**src/rtl/store_rmw_narrow_pkg.sv**
```systemverilog
// Shared types for the narrow-store read-modify-write unit: size codes, FSM states, captured request.
package store_rmw_narrow_pkg;

    localparam int unsigned XLEN   = 32;
    localparam int unsigned SIZE_W = 2;

    localparam logic [SIZE_W-1:0] SZ_BYTE = 2'b00;
    localparam logic [SIZE_W-1:0] SZ_HALF = 2'b01;
    localparam logic [SIZE_W-1:0] SZ_WORD = 2'b10;
    localparam logic [SIZE_W-1:0] SZ_RSVD = 2'b11;

    typedef enum logic [2:0] {
        ST_IDLE = 3'd0,
        ST_RD   = 3'd1,
        ST_WAIT = 3'd2,
        ST_WR   = 3'd3,
        ST_DONE = 3'd4
    } state_t;

    typedef struct packed {
        logic [XLEN-1:0]   addr;
        logic [XLEN-1:0]   data;
        logic [SIZE_W-1:0] size;
    } req_t;

endpackage

```
**src/rtl/store_lane_merge.sv**
```systemverilog
// Combinational little-endian lane merge of store data into an existing memory word.
module store_lane_merge
    import store_rmw_narrow_pkg::*;
(
    input  logic [XLEN-1:0]   old_word,
    input  logic [XLEN-1:0]   new_data,
    input  logic [1:0]        offset,
    input  logic [SIZE_W-1:0] size,
    output logic [XLEN-1:0]   merged_c
);

    // Half stores only look at offset[1]; misaligned low bits are masked away.
    always_comb begin
        merged_c = old_word;
        unique case (size)
            SZ_BYTE: merged_c[{offset, 3'b000} +: 8]     = new_data[7:0];
            SZ_HALF: merged_c[{offset[1], 4'b0000} +: 16] = new_data[15:0];
            SZ_WORD: merged_c = new_data;
            default: merged_c = old_word;
        endcase
    end

endmodule

```
**src/rtl/store_rmw_narrow.sv**
```systemverilog
// Store narrowing unit for a word-wide RAM without byte enables; sub-word stores use read-modify-write.
// Optional macro STORE_MISALIGN_TRAP_EN rejects misaligned half/word stores with err instead of masking.
module store_rmw_narrow
    import store_rmw_narrow_pkg::*;
#(
    parameter int unsigned MEM_AW = 10
) (
    input  logic              clk,
    input  logic              rst_n,
    input  logic              req_valid,
    output logic              req_ready,
    input  logic [XLEN-1:0]   req_addr,
    input  logic [XLEN-1:0]   req_data,
    input  logic [SIZE_W-1:0] req_size,
    output logic              busy,
    output logic              done,
    output logic              err,
    output logic [MEM_AW-1:0] mem_addr,
    output logic              mem_rd_en,
    input  logic [XLEN-1:0]   mem_rdata,
    output logic              mem_wr_en,
    output logic [XLEN-1:0]   mem_wdata
);

    state_t            state_q, state_d;
    req_t              cap_q, cap_d;
    logic [MEM_AW-1:0] mem_addr_d;
    logic [XLEN-1:0]   mem_wdata_d;
    logic              rd_en_d, wr_en_d, done_d, err_d, ready_d, busy_d;
    logic              accept, misalign, reject;
    logic [XLEN-1:0]   merged_c;
    logic              unused_addr;

    assign unused_addr = ^cap_q.addr[XLEN-1:2];
    assign accept      = req_valid && req_ready;

`ifdef STORE_MISALIGN_TRAP_EN
    assign misalign = ((req_size == SZ_HALF) && req_addr[0]) ||
                      ((req_size == SZ_WORD) && (req_addr[1:0] != 2'b00));
`else
    assign misalign = 1'b0;
`endif
    assign reject = (req_size == SZ_RSVD) || misalign;

    store_lane_merge u_merge (
        .old_word (mem_rdata),
        .new_data (cap_q.data),
        .offset   (cap_q.addr[1:0]),
        .size     (cap_q.size),
        .merged_c (merged_c)
    );

    // Next state plus next values of every registered output.
    always_comb begin
        state_d     = state_q;
        cap_d       = cap_q;
        mem_addr_d  = mem_addr;
        mem_wdata_d = '0;
        rd_en_d     = 1'b0;
        wr_en_d     = 1'b0;
        done_d      = 1'b0;
        err_d       = 1'b0;
        unique case (state_q)
            ST_IDLE: begin
                if (accept) begin
                    cap_d      = '{addr: req_addr, data: req_data, size: req_size};
                    mem_addr_d = req_addr[MEM_AW+1:2];
                    if (reject) begin
                        state_d = ST_DONE;
                        done_d  = 1'b1;
                        err_d   = 1'b1;
                    end else if (req_size == SZ_WORD) begin
                        state_d     = ST_WR;
                        wr_en_d     = 1'b1;
                        mem_wdata_d = req_data;
                    end else begin
                        state_d = ST_RD;
                        rd_en_d = 1'b1;
                    end
                end
            end
            ST_RD:   state_d = ST_WAIT;
            ST_WAIT: begin
                state_d     = ST_WR;
                wr_en_d     = 1'b1;
                mem_wdata_d = merged_c;
            end
            ST_WR: begin
                state_d = ST_DONE;
                done_d  = 1'b1;
            end
            ST_DONE: state_d = ST_IDLE;
            default: state_d = ST_IDLE;
        endcase
        ready_d = (state_d == ST_IDLE);
        busy_d  = !ready_d;
    end

    always_ff @(posedge clk or negedge rst_n) begin
        if (!rst_n) begin
            state_q   <= ST_IDLE;
            cap_q     <= '0;
            mem_addr  <= '0;
            mem_wdata <= '0;
            mem_rd_en <= 1'b0;
            mem_wr_en <= 1'b0;
            done      <= 1'b0;
            err       <= 1'b0;
            req_ready <= 1'b1;
            busy      <= 1'b0;
        end else begin
            state_q   <= state_d;
            cap_q     <= cap_d;
            mem_addr  <= mem_addr_d;
            mem_wdata <= mem_wdata_d;
            mem_rd_en <= rd_en_d;
            mem_wr_en <= wr_en_d;
            done      <= done_d;
            err       <= err_d;
            req_ready <= ready_d;
            busy      <= busy_d;
        end
    end

endmodule

```
**config.mk**
```make
export PLATFORM = sky130hd
export DESIGN_NAME = store_rmw_narrow
export DESIGN_NICKNAME = d
export VERILOG_FILES = /design/src/rtl/store_rmw_narrow_pkg.sv /design/src/rtl/store_lane_merge.sv /design/src/rtl/store_rmw_narrow.sv
export SDC_FILE = /design/constraint.sdc
export NUM_CORES = 1
export LEC_CHECK = 0
export ABC_CLOCK_PERIOD_IN_PS = 2100
export CAP_MARGIN = 20
export CORE_ASPECT_RATIO = 1.25
export CORE_MARGIN = 2
export CORE_UTILIZATION = 45
export DETAILED_ROUTE_END_ITERATION = 16
export HOLD_SLACK_MARGIN = 0.02
export PLACE_DENSITY = 0.81
export SYNTH_ARGS = -nofsm -noshare
export SYNTH_HDL_FRONTEND = slang
export SYNTH_SLANG_ARGS = --single-unit
```
**constraint.sdc**
```tcl
create_clock -name clk -period 2.1 [get_ports clk]
set_input_delay 0.315 -clock clk [delete_from_list [all_inputs] [get_ports clk]]
set_output_delay 0.315 -clock clk [all_outputs]
set_load 0.02 [all_outputs]
```
# Word level (Yosys, flattened, before mapping)
# Cells that the tools add are included.
# op_classes
shift,4
addsub,2
mux,23
n_reduce_logical,6
n_eq_ne,7
# ops
cell,count
$mux W32,3
$pmux W32 S3,1
$bwmux W32,2
$pmux W32 S2,1
$shift A16 B7 Y32 const A,1
$shift A8 B7 Y32 const A,1
$shiftx A16 B7 Y32,1
$shiftx A8 B7 Y32,1
$neg A5 Y7,2
$pmux W3 S4,1
$mux W1,10
$eq A2 B2 Y1 const B,3
$eq A3 B2 Y1 const B,2
$logic_not A3 Y1,2
$mux W3,2
$pmux W1 S2,2
$eq A3 B1 Y1 const B,1
$eq A2 B1 Y1 const B,1
$logic_not A2 Y1,1
$mux W2,1
$reduce_and A2 Y1,1
$logic_and A1 B1 Y1,1
$logic_not A1 Y1,1
# word_totals
out_inout_bits,48
inputBits,101
ff_bits,87
elab_cells,54

# Depth between registers and ports, before layout
# depth
depth_word,7
depth_mapped,6

# Cells and area by module
# From an unflattened synthesis, not the netlist that was laid out.
# unflattened
cells_unflattened,380
area_unflattened_um2,4550.6
# modules_own_cells
module,seq_area_each_um2,n_inst,cells_per_inst,area_per_inst_um2
store_rmw_narrow,2178.3,1,198,3255.6
store_lane_merge,0.0,1,182,1295.0

# Least setup slack after synthesis
# OpenSTA, ideal clock, no wires.
# synth_path
path_kind,flip-flop to flip-flop
startpoint,register cap_q[34] (netlist name)
endpoint,register mem_wdata[31]
stages_incl_launch_ff,7
path_slack_ps,188
arrival_time_ps,1825
n_path_buf,0
synth_period_minus_slack_ps,1912
path_cell_list,dfrtp_1 > inv_1 > ha_1 > nand4bb_1 > nor3_1 > a222oi_1 > o211ai_1
# synth_via
elab_chain_len,5
# synth_rtl
item,line,source
"start, declared",store_rmw_narrow.sv:26,"req_t cap_q, cap_d;"
"start signal, assigned",store_rmw_narrow.sv:113,cap_q <= cap_d;
$neg A5 Y7 *,store_lane_merge.sv:16,"SZ_BYTE: merged_c[{offset, 3'b000} +: 8] = new_data[7:0];"
$shiftx A8 B7 Y32 / $shift A8 B7 Y32 (equally long branches),store_lane_merge.sv:16,
$bwmux W32 *,store_lane_merge.sv:16,
$pmux W32 S3 *,store_lane_merge.sv:15,unique case (size)
$pmux W32 S2 *,store_rmw_narrow.sv:63,unique case (state_q)
named net mem_wdata_d[31],store_rmw_narrow.sv:28,logic [XLEN-1:0] mem_wdata_d;
"end signal, assigned",store_rmw_narrow.sv:115,mem_wdata <= mem_wdata_d;
"end, declared",store_rmw_narrow.sv:22,output logic [XLEN-1:0] mem_wdata
# Mark *: on every way through the listed nets, which the timed path passes. The rest lies on a longest branch.
# A chain may end at the register's enable or synchronous reset.

# Worst setup path in the final report
# layout_path
startpoint,register state_q[2]
endpoint,register mem_wdata[13]
# layout_via
elab_chain_len,2
# layout_rtl
item,line,source
"start, declared",store_rmw_narrow.sv:25,"state_t state_q, state_d;"
"start signal, assigned",store_rmw_narrow.sv:112,state_q <= state_d;
$eq A3 B2 Y1 / $logic_not A3 Y1 (equally long branches),store_rmw_narrow.sv:63,
$pmux W32 S2 *,store_rmw_narrow.sv:63,
named net mem_wdata_d[13],store_rmw_narrow.sv:28,
# Marked as above.

==> summary.txt <==
CP arrival: 2.30 ns
Mapped Cells: 327
Post-synth top cells: 86 x dfrtp_1, 51 x mux2_2, 36 x nand2_1
Tmin final: 2.01 ns
relative slew slack: 0.689
fin nets: 576
initial core utilization: 0.461
Synth Cell Area: 0.00402 mm2
MaxCap Viol Count: 0
mean number of vias per cell: 5.70
final RePlAce weighted congestion: 0.840
ratio of cells with drive above 1 in the final layout: 0.207
CTS Buffer Depth: 2
pin count of the biggest net entering global routing: 41
DP Area: 0.00557 mm2
DRT iter0 DRCs: 223
TritonCTS clock tree: built
area growth from synthesis to layout: 43.4%
number of CTS-inserted buffers: 9
Die Wd: 88.5 um
power density over the cells: 1360 mW/mm2
multi-input logic area: 0.00174 mm2
Post-Route WL: 10900 um
post-synth top area share: 0.536
final setup fails: 0
kind of critical path: reg -> reg
Pleak: 2.40 nW
H-tree depth: 3
asr flop ratio synth: 1.00
fmax: 498 MHz
r2r startpoint: state_q[2]
first-pass GRT wire length: 17200 um
CTS Sinks: 87
Final Hold Fails: 0
RSZ-0062 raised after global routing: false
gr ovfl total: 0
yosys warns: 0
Clock transition at path regs: 0.08 ns
gr usage total: 0.234
Peak VDD IR: 0.622 mV
Critical Path RT: 2.39 ns
# IOs: 149
vias: 3385
Startpoint Class: flip-flop
Mean Syn Cell Area: 12.3 um2
outcome: completed
EDFF count, synth: 0
worst skew pair latency: 0.35 ns
Worst Hold Class: in -> async
Synth area leader: dfrtp_1
Placed Cells incl. Taps: 578
Antenna Nets Post-Route: 0
Fin Clk Skew: 0.00351 ns
PortBufs: 128
Non-Filler Cell Area, Final: 0.00576 mm2
initial antenna violation count: 0
Non-Filler Instances: 594
most common cell in the netlist: dfrtp_1
top cells by area, synth: dfrtp_1 54%, mux2_2 14%, a22oi_1 4.1%, nand2_1 3.4%, a22o_1 2.2%
vias in the first global route: 3474
CP endpoint kind: flip-flop
Seq cells post-synth: 87
Sequential cell area: 0.00218 mm2
# DRC: 0
sequential area share after synthesis: 0.543
Tcrit/Tclk final: 0.956
fin. max-slew vios: 0
setup TNS: 0 ns
core area: 0.00870 mm2
CP max FO: 8
fill count: 701
# diodes: 0
count of cell types in the netlist: 42
die area: 0.00970 mm2
ys flop type: dfrtp_1
routed len/inst: 18.4 um
Final Core Density: 0.662
Worst Tran Pin Value: 0.466 ns
CTS root buf: clkbuf_8
num rows: 38
syn_nets: 433
DP HPWL: 7900 um
Worst Setup SP: state_q[2]
die extent in y: 110 um
Pre-antenna DRT Iters: 6
[area by class of cell]
| class | count | area share |
|---|---|---|
| clock buffer | 12 | 0.0270 |
| clock inverter | 3 | 0.00326 |
| inverter | 5 | 0.00326 |
| multi-input combinational | 215 | 0.301 |
| sequential | 87 | 0.379 |
| tap | 120 | 0.0261 |
| timing repair buffer | 152 | 0.260 |
[final timing paths]
check,to,slack (ns),cells past startpoint
worst min-delay path,err,0.46,2
min in group clk,mem_addr[4],0.51,1
worst min register to register,mem_addr[4],0.51,1
worst max register to register,mem_wdata[13],0.09,4
worst max-delay path,mem_wdata[13],0.09,4
max in group asynchronous,cap_q[24],1.07,3
[registers in the layout, indices dropped and copies added, names as in the netlist]
register	count
req_ready	1
mem_wdata	32
mem_wr_en	1
done	1
busy	1
cap_q	36
mem_addr	10
mem_rd_en	1
state_q	3
err	1
[power breakdown]
group	internal (W)	switching [W]	total, W
clock network	0.000487	0.000573	0.00106
registers	0.00239	0.000548	0.00294
logic	0.00194	0.00186	0.00381
[timing repair]
action	in CTS	in global routing
setup endpoints to repair	0	4
hold endpoints to repair	33	0
resized for setup	0	1
hold buffers	1	0
buffers inserted	0	0
[cell families after synthesis]
family,Yosys count,share of synthesized area
DFF,87,0.543
AOI/OAI and AO/OA,85,0.170
and+or+nand+nor,74,0.0994
muxes,51,0.143
buffers and inverters,25,0.0293
adders and majority gates,5,0.0156
[critical path, cell delays in order (launching register included)]
cell and delay [ns]:
dfrtp_1 0.46, or3b_4 0.41, or3_1 0.38, nor3_4 0.45
a221o_1 0.24
[per-stage QoR]
step | power (W) | worst slack [ns] | hold WS (ns)
3_3_place_gp | 0.00662 | 0.164 | 0.301
6_report | 0.00780 | 0.0926 | 0.457
3_5_place_dp | 0.00678 | 0.112 | 0.306
2_1_floorplan | 0.00510 | 0.188 | 0.0194
5_1_grt | 0.00828 | 0.0646 | 0.515
4_1_cts | 0.00784 | 0.0963 | 0.468
[cell usage in the layout, fill, tap and decap left out, types with 5 or more instances in the layout]
cell             netlist  final
a21oi_1                5      5
a221o_1                8      8
a222oi_1               7      7
a22o_1                10     10
a22oi_1               22     22
a32oi_1                6      6
buf_4                  3     21
clkbuf_8               0     11
clkdlybuf4s50_1        0    127
dfrtp_1               86     85
ha_1                   5      5
mux2_2                51     51
nand2_1               36     36
nand3_1               10     10
o211ai_1               7      7
o21ai_0                6      6
o221ai_1               6      6
[per-layer routing]
metal / routed length (um) / part of all wire / global-route usage / vias up
li1: - / - / - / 1532
met1: 4310 / 0.40 / 0.281 / 1673
met2: 5510 / 0.50 / 0.402 / 160
met3: 853 / 0.078 / 0.0563 / 20
met4: 232 / 0.021 / 0.0920 / 0
met5: 0 / 0 / 0 / -
Note: power is estimated with default switching activity, not from simulation.
